### src/rtl/key_scan_if.sv
// Board key interface: scan control, serial chain pins and debounced key state.
interface key_scan_if;
    logic        en;
    logic        sdi;
    logic        sclk;
    logic        ld_n;
    logic [15:0] dip;
    logic [4:0]  push;
    logic [4:0]  push_press;
    logic        frame_valid;
    logic        busy;

    modport slave (
        input  en,
        input  sdi,
        output sclk,
        output ld_n,
        output dip,
        output push,
        output push_press,
        output frame_valid,
        output busy
    );

    modport master (
        output en,
        output sdi,
        input  sclk,
        input  ld_n,
        input  dip,
        input  push,
        input  push_press,
        input  frame_valid,
        input  busy
    );
endinterface

### src/rtl/key_scan_ctrl.sv
// Scans a PISO DIP/push-button chain, deserialises each frame and publishes
// frame-debounced dip/push state with per-button press pulses.
module key_scan_ctrl #(
    parameter int CLK_DIV    = 4,
    parameter int NBITS      = 22,
    parameter int SCAN_GAP   = 1000,
    parameter int DEB_FRAMES = 3
) (
    input  logic      clk,
    input  logic      rst_n,
    key_scan_if.slave bus
);

    localparam int GAP_W = (SCAN_GAP > 1) ? $clog2(SCAN_GAP) : 1;
    localparam int DIV_W = $clog2(2 * CLK_DIV);
    localparam int BIT_W = $clog2(NBITS);
    localparam int STB_W = (DEB_FRAMES > 1) ? $clog2(DEB_FRAMES) : 1;

    localparam logic [GAP_W-1:0] GAP_LAST  = GAP_W'(SCAN_GAP - 1);
    localparam logic [DIV_W-1:0] LOAD_LAST = DIV_W'(2 * CLK_DIV - 1);
    localparam logic [DIV_W-1:0] HALF_LAST = DIV_W'(CLK_DIV - 1);
    localparam logic [BIT_W-1:0] BIT_LAST  = BIT_W'(NBITS - 1);
    localparam logic [STB_W-1:0] STB_LAST  = STB_W'(DEB_FRAMES - 1);

    typedef enum logic [1:0] {
        S_IDLE,
        S_LOAD,
        S_SHIFT,
        S_DONE
    } state_t;

    state_t           r_state;
    logic [GAP_W-1:0] r_gap;
    logic [DIV_W-1:0] r_div;
    logic [BIT_W-1:0] r_bit;
    logic             r_high;
    // The frame's top bit is unused, so it simply falls off the end of the shifter.
    logic [NBITS-2:0] r_sr;
    logic [20:0]      r_cand;
    logic [STB_W-1:0] r_stable;

    logic             r_sclk;
    logic             r_ld_n;
    logic [15:0]      r_dip;
    logic [4:0]       r_push;
    logic [4:0]       r_press;
    logic             r_fv;
    logic             r_busy;

    logic [20:0]      w_frame;
    logic             w_match;
    logic [STB_W-1:0] w_stable_nxt;
    logic             w_commit;

    // Push buttons are active-low on the wire; flip them so 1 = pressed.
    assign w_frame = {~r_sr[20:16], r_sr[15:0]};
    assign w_match = (w_frame == r_cand);

    always_comb begin
        w_stable_nxt = '0;
        if (w_match) begin
            if (r_stable == STB_LAST) begin
                w_stable_nxt = r_stable;
            end else begin
                w_stable_nxt = r_stable + 1'b1;
            end
        end
    end

    assign w_commit = (w_stable_nxt == STB_LAST);

    always_ff @(posedge clk or negedge rst_n) begin
        if (!rst_n) begin
            r_state  <= S_IDLE;
            r_gap    <= '0;
            r_div    <= '0;
            r_bit    <= '0;
            r_high   <= 1'b0;
            r_sr     <= '0;
            r_cand   <= '0;
            r_stable <= '0;
            r_sclk   <= 1'b0;
            r_ld_n   <= 1'b1;
            r_dip    <= '0;
            r_push   <= '0;
            r_press  <= '0;
            r_fv     <= 1'b0;
            r_busy   <= 1'b0;
        end else begin
            r_fv    <= 1'b0;
            r_press <= '0;
            case (r_state)
                S_IDLE: begin
                    if (!bus.en) begin
                        r_gap <= '0;
                    end else if (r_gap == GAP_LAST) begin
                        r_gap   <= '0;
                        r_div   <= '0;
                        r_ld_n  <= 1'b0;
                        r_busy  <= 1'b1;
                        r_state <= S_LOAD;
                    end else begin
                        r_gap <= r_gap + 1'b1;
                    end
                end

                S_LOAD: begin
                    if (r_div == LOAD_LAST) begin
                        r_div   <= '0;
                        r_bit   <= '0;
                        r_high  <= 1'b0;
                        r_ld_n  <= 1'b1;
                        r_state <= S_SHIFT;
                    end else begin
                        r_div <= r_div + 1'b1;
                    end
                end

                S_SHIFT: begin
                    if (r_div != HALF_LAST) begin
                        r_div <= r_div + 1'b1;
                    end else if (!r_high) begin
                        // End of the low half: the chain output has settled, capture it.
                        r_div  <= '0;
                        r_sr   <= {r_sr[NBITS-3:0], bus.sdi};
                        r_sclk <= 1'b1;
                        r_high <= 1'b1;
                    end else begin
                        r_div  <= '0;
                        r_sclk <= 1'b0;
                        r_high <= 1'b0;
                        if (r_bit == BIT_LAST) begin
                            r_state <= S_DONE;
                        end else begin
                            r_bit <= r_bit + 1'b1;
                        end
                    end
                end

                S_DONE: begin
                    r_state  <= S_IDLE;
                    r_busy   <= 1'b0;
                    r_fv     <= 1'b1;
                    r_stable <= w_stable_nxt;
                    if (!w_match) begin
                        r_cand <= w_frame;
                    end
                    // On a commit the new candidate always equals this frame.
                    if (w_commit) begin
                        r_dip   <= w_frame[15:0];
                        r_push  <= w_frame[20:16];
                        r_press <= w_frame[20:16] & ~r_push;
                    end
                end

                default: begin
                    r_state <= S_IDLE;
                end
            endcase
        end
    end

    assign bus.sclk        = r_sclk;
    assign bus.ld_n        = r_ld_n;
    assign bus.dip         = r_dip;
    assign bus.push        = r_push;
    assign bus.push_press  = r_press;
    assign bus.frame_valid = r_fv;
    assign bus.busy        = r_busy;

endmodule

### src/flat_wrapper.sv
// flat-port wrapper written by rule: the top's interface ports become plain ports
module key_scan_ctrl_flat 
#(
    parameter int CLK_DIV    = 4,
    parameter int NBITS      = 22,
    parameter int SCAN_GAP   = 1000,
    parameter int DEB_FRAMES = 3
)
  (clk, rst_n, bus_en, bus_sdi, bus_sclk, bus_ld_n, bus_dip, bus_push, bus_push_press, bus_frame_valid, bus_busy);
  key_scan_if bus_i ();
  input  logic clk;
  input  logic rst_n;
  input wire logic [$bits(bus_i.en)-1:0] bus_en;
  input wire logic [$bits(bus_i.sdi)-1:0] bus_sdi;
  output wire logic [$bits(bus_i.sclk)-1:0] bus_sclk;
  output wire logic [$bits(bus_i.ld_n)-1:0] bus_ld_n;
  output wire logic [$bits(bus_i.dip)-1:0] bus_dip;
  output wire logic [$bits(bus_i.push)-1:0] bus_push;
  output wire logic [$bits(bus_i.push_press)-1:0] bus_push_press;
  output wire logic [$bits(bus_i.frame_valid)-1:0] bus_frame_valid;
  output wire logic [$bits(bus_i.busy)-1:0] bus_busy;
  assign bus_i.en = bus_en;
  assign bus_i.sdi = bus_sdi;
  assign bus_sclk = bus_i.sclk;
  assign bus_ld_n = bus_i.ld_n;
  assign bus_dip = bus_i.dip;
  assign bus_push = bus_i.push;
  assign bus_push_press = bus_i.push_press;
  assign bus_frame_valid = bus_i.frame_valid;
  assign bus_busy = bus_i.busy;
  key_scan_ctrl #(.CLK_DIV(CLK_DIV), .NBITS(NBITS), .SCAN_GAP(SCAN_GAP), .DEB_FRAMES(DEB_FRAMES)) u_core (.clk(clk), .rst_n(rst_n), .bus(bus_i));
endmodule
### config.mk
export PLATFORM = sky130hd
export DESIGN_NAME = key_scan_ctrl_flat
export DESIGN_NICKNAME = d
export VERILOG_FILES = /design/src/rtl/key_scan_if.sv /design/src/rtl/key_scan_ctrl.sv /design/src/flat_wrapper.sv
export SDC_FILE = /design/constraint.sdc
export NUM_CORES = 1
export LEC_CHECK = 0
export BUFFER_PORTS_ARGS = -buffer_cell sky130_fd_sc_hd__buf_2
export CORE_MARGIN = 8
export CORE_UTILIZATION = 30
export DETAILED_ROUTE_END_ITERATION = 16
export GPL_TIMING_DRIVEN = 0
export SLEW_MARGIN = 20
export SYNTH_ARGS = -nofsm -noshare
export SYNTH_HDL_FRONTEND = slang
export SYNTH_SLANG_ARGS = --single-unit
### constraint.sdc
create_clock -name clk -period 2.1 [get_ports clk]
set_input_delay 0 -clock clk [delete_from_list [all_inputs] [get_ports clk]]
set_output_delay 0 -clock clk [all_outputs]
set_load 0.02 [all_outputs]
After elaboration in Yosys (flattened, before gate mapping) --
Cells that the tools add are included.
Word-level totals: flip-flop bits (word level) 95, bits in latches 0, RAM bits 0, memory bits (read-only) 0, input bits 4, output and inout port bits 30, logic and storage cells 92, memories 0
Operators by class: add/sub/neg operators 4, $mul 0, divide/modulo/power cells 0, $lt $le $gt $ge 0, equality and inequality tests 17, shifts and indexed selects 0, mux-type cells 35, bitwise gates (word level) 6, reduce and logical (&&, ||, !) cells 15
Operators with widths (number):
- 5-bit two-way mux | 6
- 21-bit == test | 1
- 10-bit two-way mux | 2
- 2-bit two-way mux | 8
- 3-bit two-way mux | 4
- 3-bit AND reduction | 4
- 10-bit by 1-bit adder with 10-bit output, second input constant | 1
- 10-bit == test, second input constant | 1
- 5-bit NOT | 2
- 5-bit case mux with 2 select lines | 1
- 1-bit two-way mux | 9
- 3-bit case mux with 3 select lines | 1
- 2-bit == test, second input constant | 4
- 2-bit by 1-bit inequality test with 1-bit output, second input constant | 4
- 2-bit case mux with 4 select lines | 1
- 2-bit inequality test, second input constant | 3
- 1-bit case mux with 2 select lines | 3
- 2-bit AND reduction | 3
- 6-bit AND reduction | 1
- 2-bit nonzero test | 3
- 5-bit by 1-bit adder with 5-bit output, second input constant | 1
- 5-bit AND | 1
- 5-bit == test, second input constant | 1
- 5-bit AND reduction | 1
- 9 further kinds | 11

Logic depth before layout (Yosys ltp) --
Gate-level depths: netlist of the first run.
depth after elaboration 6, depth in mapped cells 8, gate-level depth less buffers 7

Least setup slack after synthesis of the first run --
OpenSTA, ideal clock, no wires.
kind register to register, start reg u_core.r_div[0], end reg u_core.r_sr[10], library setup time 0.125 ns, arrival 1.809 ns, required time 1.975 ns, slack 0.166 ns, stages on the path, launching flop included 8, buffers on the path 2, period minus slack after synthesis 1.934 ns, path through dfrtp_1 > ha_1 > ha_1 > nand2_1 > or2_2 > clkbuf_1 > buf_1 > mux2_2
On the way: word-level cells in the longest chain between the ends 3
Ends and longest elaborated chain:
- from (decl) | line key_scan_ctrl.sv:34 | logic [DIV_W-1:0] r_div;
- from (signal assigned) | line key_scan_ctrl.sv:115 | r_div <= r_div + 1'b1;
- from (signal assigned) | line key_scan_ctrl.sv:121 | r_div <= r_div + 1'b1;
- 3-bit by 2-bit inequality test with 1-bit output | line key_scan_ctrl.sv:120 | if (r_div != HALF_LAST) begin
- 1-bit NOT (no source line)
- 3-bit AND reduction (no source line)
- to (signal assigned) | line key_scan_ctrl.sv:125 | r_sr <= {r_sr[NBITS-3:0], bus.sdi};
- to (decl) | line key_scan_ctrl.sv:38 | logic [NBITS-2:0] r_sr;
Every way passes these cells. A chain may end at the register's enable or synchronous reset.

Worst setup path after layout of the first run --
start reg u_core.r_gap[0], end reg u_core.r_state[1]
On the way: word-level cells in the longest chain between the ends 3
Ends and longest elaborated chain:
- from (decl) | line key_scan_ctrl.sv:33 | logic [GAP_W-1:0] r_gap;
- from (signal assigned) | line key_scan_ctrl.sv:103 | r_gap <= r_gap + 1'b1;
- 10-bit == test | line key_scan_ctrl.sv:96 | end else if (r_gap == GAP_LAST) begin
- 2-bit by 1-bit inequality test with 1-bit output (no source line)
- 6-bit AND reduction (no source line)
- to (signal assigned) | line key_scan_ctrl.sv:101 | r_state <= S_LOAD;
- to (signal assigned) | line key_scan_ctrl.sv:113 | r_state <= S_SHIFT;
- to (signal assigned) | line key_scan_ctrl.sv:133 | r_state <= S_DONE;
- to (decl) | line key_scan_ctrl.sv:32 | state_t r_state;
Every way passes these cells.

==> flow_metrics.env, run 1 <==
export IMPL_status="complete, no violations"
export IMPL_critPathCaptureType="register"
export IMPL_antenna_found_initial=0
export IMPL_synth_area_leaders="dfrtp_1 (54%), mux2_2 (10%), mux2_4 (5.2%)"
export IMPL_ys_types=44
export IMPL_hold_violations=0
export IMPL_dp_slack_ps=-180.9
export IMPL_synth_simple_area_share=0.08485
export IMPL_grt_pass1_vias=2762
export IMPL_ios=34
export IMPL_synthTopCellsByCount="dfrtp_1 (94), mux2_2 (40), inv_1 (26)"
export IMPL_p_per_area_nw_per_um2=641.2
export IMPL_ys_seq_area_frac=0.5486
export IMPL_floorplan_core_area_um2=14310
export IMPL_post_drt_via_cell_ratio=4.623
export IMPL_synth_main_ff_cell="dfrtp_1"
export IMPL_muxShareOfSynthArea=0.1789
export IMPL_diodes=0
export IMPL_dieArea_um2=18550
export IMPL_row_count=44
export IMPL_syn_nets=356
export IMPL_drt_total_wl_um=8059
export IMPL_synth_compound_area_share=0.05685
export IMPL_syn_inst=340
export IMPL_die_x_um=136.2
export IMPL_ir_worst_vdd_uv=434.2
export IMPL_cts_tree="yes"
export IMPL_drive_gt1_frac=0.3652
export IMPL_gp_congestion=0.7486
export IMPL_initial_utilization=0.3029
export IMPL_critical_path_class="register to register"
export IMPL_fillers=1407
export IMPL_design_area_um2=5274
export IMPL_postPlaceCellArea_um2=4765
export IMPL_tightest_slew_ps=547.9
export IMPL_rrSetupSlack_ps=110
export IMPL_power_leakage_nw=2.610
export IMPL_yosysWarnings=0
export IMPL_grt_max_degree=53
export IMPL_synth_edf_count=0
export IMPL_critPathMaxFanout=6
export IMPL_period_share=0.9456
export IMPL_clock_tree_root_cell="clkbuf_16"
export IMPL_crit_required_ps=2320
export IMPL_track_usage=0.09315
export IMPL_cts_buffers=9
export IMPL_slew_headroom=0.6347
export IMPL_crit_path_start_kind="register"
export IMPL_hold_class="input port to asynchronous set/reset pin"
export IMPL_layout_setup_ws_ps=114.3
export IMPL_max_cap_violations=0
export IMPL_synth_top_family_by_area="multiplexers"
export IMPL_cts_sinks=95
export IMPL_drt_iter0_markers=105
export IMPL_syn_area_per_cell_um2=12.75
export IMPL_fmax_mhz=503.6
export IMPL_setup_viol=0
export IMPL_port_buffers=33
export IMPL_synth_top_area_cell="dfrtp_1"
export IMPL_setup_tns_ps=0
export IMPL_dr_pass1_iters=4
export IMPL_final_nets=408
export IMPL_synth_seq_cells=95
export IMPL_hpwlAfterDp_um=5592
export IMPL_grt_pass1_wl_um=13630
export IMPL_skew_ps=6.914
export IMPL_cts_max_path_buffers=2
export IMPL_min_period_ps=1986
export IMPL_cts_htree_levels=3
export IMPL_synthesis_area_um2=4335
export IMPL_synth_top_cell_area_share=0.5426
export IMPL_grt_ovfl_total=0
export IMPL_syn_to_final_growth_pct=21.65
export IMPL_drc_errors=0
export IMPL_synth_adder_area_share=0.03463
export IMPL_insertion_delay_ps=340
export IMPL_slew_viol_final=0
export IMPL_async_flop_share=1.000
export IMPL_synth_xor_xnor_area_share=0.05657
export IMPL_vias=2686
export IMPL_arrival_ps=2210
export IMPL_ant_nets=0
export IMPL_path_clk_slew_ps=60
export IMPL_die_y_um=136.2
export IMPL_yosysMostFrequentCell="dfrtp_1"
export IMPL_wire_per_inst_um=13.87
worst paths after layout:
kind                                     from                       end  cells after the start
min in group clk                      bus_sdi            u_core.r_sr[0]                      3
max                           u_core.r_gap[0]         u_core.r_state[1]                      6
max in group asynchronous               rst_n           u_core.bus.ld_n                      3
max reg2reg                   u_core.r_gap[0]         u_core.r_state[1]                      6
min reg2reg                u_core.bus.push[4]  u_core.bus.push_press[4]                      1
min                                     rst_n        u_core.bus.dip[14]                      2
state kept, by name (all words and copies together) (netlist names):
name                    flops
u_core.bus.dip             16
u_core.bus.ld_n             1
u_core.r_div                3
u_core.bus.busy             1
u_core.r_sr                21
u_core.r_high               1
u_core.r_gap               10
u_core.bus.push_press       5
u_core.r_state              2
u_core.bus.push             5
u_core.r_bit                5
u_core.r_cand              21
u_core.r_stable             2
u_core.bus.sclk             1
u_core.bus.frame_valid      1
metrics by stage:
| step | hold slack, ps | std cells | utilization | power [mW] |
|---|---|---|---|---|
| after floorplan | -295.6 | 340 | - | 1.889 |
| after global placement | 235.1 | 557 | 0.3305 | 1.932 |
| after detailed placement | -48.61 | 558 | 0.3329 | 1.942 |
| after CTS | 154.2 | 577 | 0.3558 | 3.450 |
| after global routing | 168.9 | 581 | 0.3684 | 3.535 |
| final | 145.5 | 581 | 0.3684 | 3.382 |
kinds of logic after synthesis:
family	Yosys count
compound gates	36
xor+xnor	28
fa+ha+maj	12
buf+inv	37
flops	95
mux	65
simple gates	67
cell type report:
type	instances	area, um2	share of cell area
buffer	10	87.58	0.01661
timing repair buffer	42	284.0	0.05386
sequential	95	2385	0.4522
tap	184	230.2	0.04365
clock buffer	12	236.5	0.04484
multi-input combinational	208	1922	0.3644
inverter	26	97.59	0.01851
clock inverter	4	31.28	0.005931
what timing repair did:
item | in CTS | in global routing
resized for setup | 6 | 28
setup endpoints to repair | 50 | 51
hold endpoints to repair | 96 | 0
gates cloned | 0 | 1
buffers inserted | 0 | 4
hold buffers | 3 | 0
pin swaps | 0 | 6
layer usage:
metal  vias to the layer above  part of all wire  global-route usage
li1                       1291                 -                   -
met1                      1350              0.45              0.1108
met2                        33              0.49              0.1528
met3                        12             0.048             0.03178
met4                         0             0.012             0.03478
met5                         -                 0                   0
worst max-delay path, cell delays in order (launching register included):
cell and delay, ps:
dfrtp_1 380, ha_2 210, nand4b_1 120, or4_1 400
buf_2 180, a211oi_2 220, mux2_2 360
power breakdown:
part / leakage, nW / internal, mW / total, mW / switching, mW
registers: 1.31 / 1.84 / 1.84 / 0.00580
logic: 1.18 / 0.0216 / 0.0693 / 0.0477
clock network: 0.119 / 0.807 / 1.47 / 0.664
cell usage in the layout, fill, tap and decap left out, types with 6 or more instances in the layout:
cell type and n:
dfrtp_1 89, inv_1 26, o21ai_0 9, clkbuf_16 10
buf_4 6, mux2_4 15, mux2i_1 10, ha_1 11
nand4_1 11, xnor2_2 10, nand2_1 17, nor2_1 14
xnor2_1 12, buf_2 33, mux2_2 40
Power figures use the tool's default switching activity.
==> run 2: changes to the inputs <==
==> constraint.sdc (replaced) <==
create_clock -name clk -period 2.16 [get_ports clk]
set_input_delay 0 -clock clk [delete_from_list [all_inputs] [get_ports clk]]
set_output_delay 0 -clock clk [all_outputs]
set_load 0.02 [all_outputs]
==> flow_metrics.env, run 2 (synthesis results as in run 1) <==
export IMPL_status="complete, no violations"
export IMPL_drt_iter0_markers=96
export IMPL_rr_worst_depth=6
export IMPL_cts_buffers=9
export IMPL_port_buffers=33
export IMPL_critPathCaptureType="register"
export IMPL_hold_class="input port to asynchronous set/reset pin"
export IMPL_skew_ps=6.972
export IMPL_layout_common_cells="dfrtp_1 (94), mux2_2 (40), buf_2 (34)"
export IMPL_die_x_um=136.2
export IMPL_crit_path_start_kind="register"
export IMPL_drc_errors=0
export IMPL_dp_slack_ps=-120.9
export IMPL_crit_required_ps=2390
export IMPL_initial_utilization=0.3029
export IMPL_power_leakage_nw=2.575
export IMPL_cts_tree="yes"
export IMPL_rrSetupSlack_ps=80
export IMPL_drt_total_wl_um=8025
export IMPL_cts_htree_levels=3
export IMPL_final_common_cell="dfrtp_1"
export IMPL_placedCellCount=558
export IMPL_critPathMaxFanout=10
export IMPL_arrival_ps=2310
export IMPL_setup_viol=0
export IMPL_diodes=0
export IMPL_slew_viol_final=0
export IMPL_max_cap_violations=0
export IMPL_dieArea_um2=18550
export IMPL_gp_congestion=0.7486
export IMPL_path_clk_slew_ps=60
export IMPL_antenna_found_initial=0
export IMPL_hpwlAfterDp_um=5592
export IMPL_finalNonFillerCells=576
export IMPL_tightest_slew_ps=546.8
export IMPL_grt_ovfl_total=0
export IMPL_vias=2655
export IMPL_post_drt_via_cell_ratio=4.609
export IMPL_syn_to_final_growth_pct=17.66
export IMPL_finish_utilization=0.3564
export IMPL_postPlaceCellArea_um2=4765
export IMPL_final_nets=403
export IMPL_cts_max_path_buffers=2
export IMPL_insertion_delay_ps=340
export IMPL_row_count=44
export IMPL_die_y_um=136.2
export IMPL_grt_pass1_wl_um=13470
export IMPL_design_area_um2=5101
export IMPL_cts_setup_buffers=0
export IMPL_min_period_ps=2081
export IMPL_drive_gt1_frac=0.3138
export IMPL_dr_pass1_iters=4
export IMPL_grt_pass1_vias=2742
export IMPL_fmax_mhz=480.5
export IMPL_grt_max_degree=53
export IMPL_p_per_area_nw_per_um2=644.2
export IMPL_ir_worst_vdd_uv=414.3
export IMPL_wire_per_inst_um=13.93
export IMPL_slew_headroom=0.6355
export IMPL_clock_tree_root_cell="clkbuf_16"
export IMPL_layout_setup_ws_ps=79.00
export IMPL_period_share=0.9634
export IMPL_ant_nets=0
export IMPL_floorplan_core_area_um2=14310
export IMPL_ios=34
export IMPL_critical_path_class="register to register"
export IMPL_hold_violations=0
export IMPL_cts_sinks=95
export IMPL_track_usage=0.09204
## run 2: routing by layer
layer / part of all wire / wire length, um / GRT usage
met1: 0.45 / 3575 / 0.1096
met3: 0.047 / 376 / 0.03178
met2: 0.49 / 3946 / 0.1503
met5: 0 / 0 / 0
met4: 0.016 / 127 / 0.03478
## run 2: stage by stage
| stage | power (mW) | hold slack (ps) | setup TNS (ps) |
|---|---|---|---|
| 4_1_cts | 3.354 | 154.2 | 0 |
| 2_1_floorplan | 1.837 | -295.6 | 0 |
| 5_1_grt | 3.432 | 170.7 | -464.2 |
| 3_3_place_gp | 1.879 | 235.1 | -633.4 |
| 6_report | 3.286 | 146.9 | 0 |
| 3_5_place_dp | 1.888 | -48.61 | -1993 |
## run 2: power breakdown
group | switching, mW | leakage [nW] | internal, mW
clock network | 0.645 | 0.119 | 0.785
logic | 0.0463 | 1.14 | 0.0201
registers | 0.00525 | 1.31 | 1.78
total | 0.697 | 2.58 | 2.59
## run 2: worst max-delay path: stages (launching register included)
cell and delay, ps:
dfrtp_1 450, xor2_1 250, nand4_1 170, nor4_2 340, a21bo_2 240, buf_6 170, mux2_2 350
## run 2: area by class of cell
type                    instances  area, um2
clock buffers                  12      236.5
multi-input cells             208       1821
plain buffers                  10      77.57
fillers                      1441       9213
flip-flops and latches         95       2379
repair buffers                 37      229.0
inverters                      26      97.59
well taps                     184      230.2
clock inverters                 4      31.28
## run 2: worst paths after layout
path | endpoint | from
hold / removal | u_core.bus.dip[14] | rst_n
max in group asynchronous | u_core.bus.ld_n | rst_n
setup reg to reg | u_core.r_cand[13] | u_core.r_sr[20]
min in group clk | u_core.r_sr[0] | bus_sdi
hold reg to reg | u_core.bus.push_press[4] | u_core.bus.push[4]
setup / recovery | u_core.r_cand[13] | u_core.r_sr[20]
## run 2: repair_timing
action | CTS | global route
setup endpoints to repair | 19 | 42
hold endpoints to repair | 96 | 0
hold buffers | 3 | 0
pin swaps | 0 | 2
gates resized for setup | 2 | 7
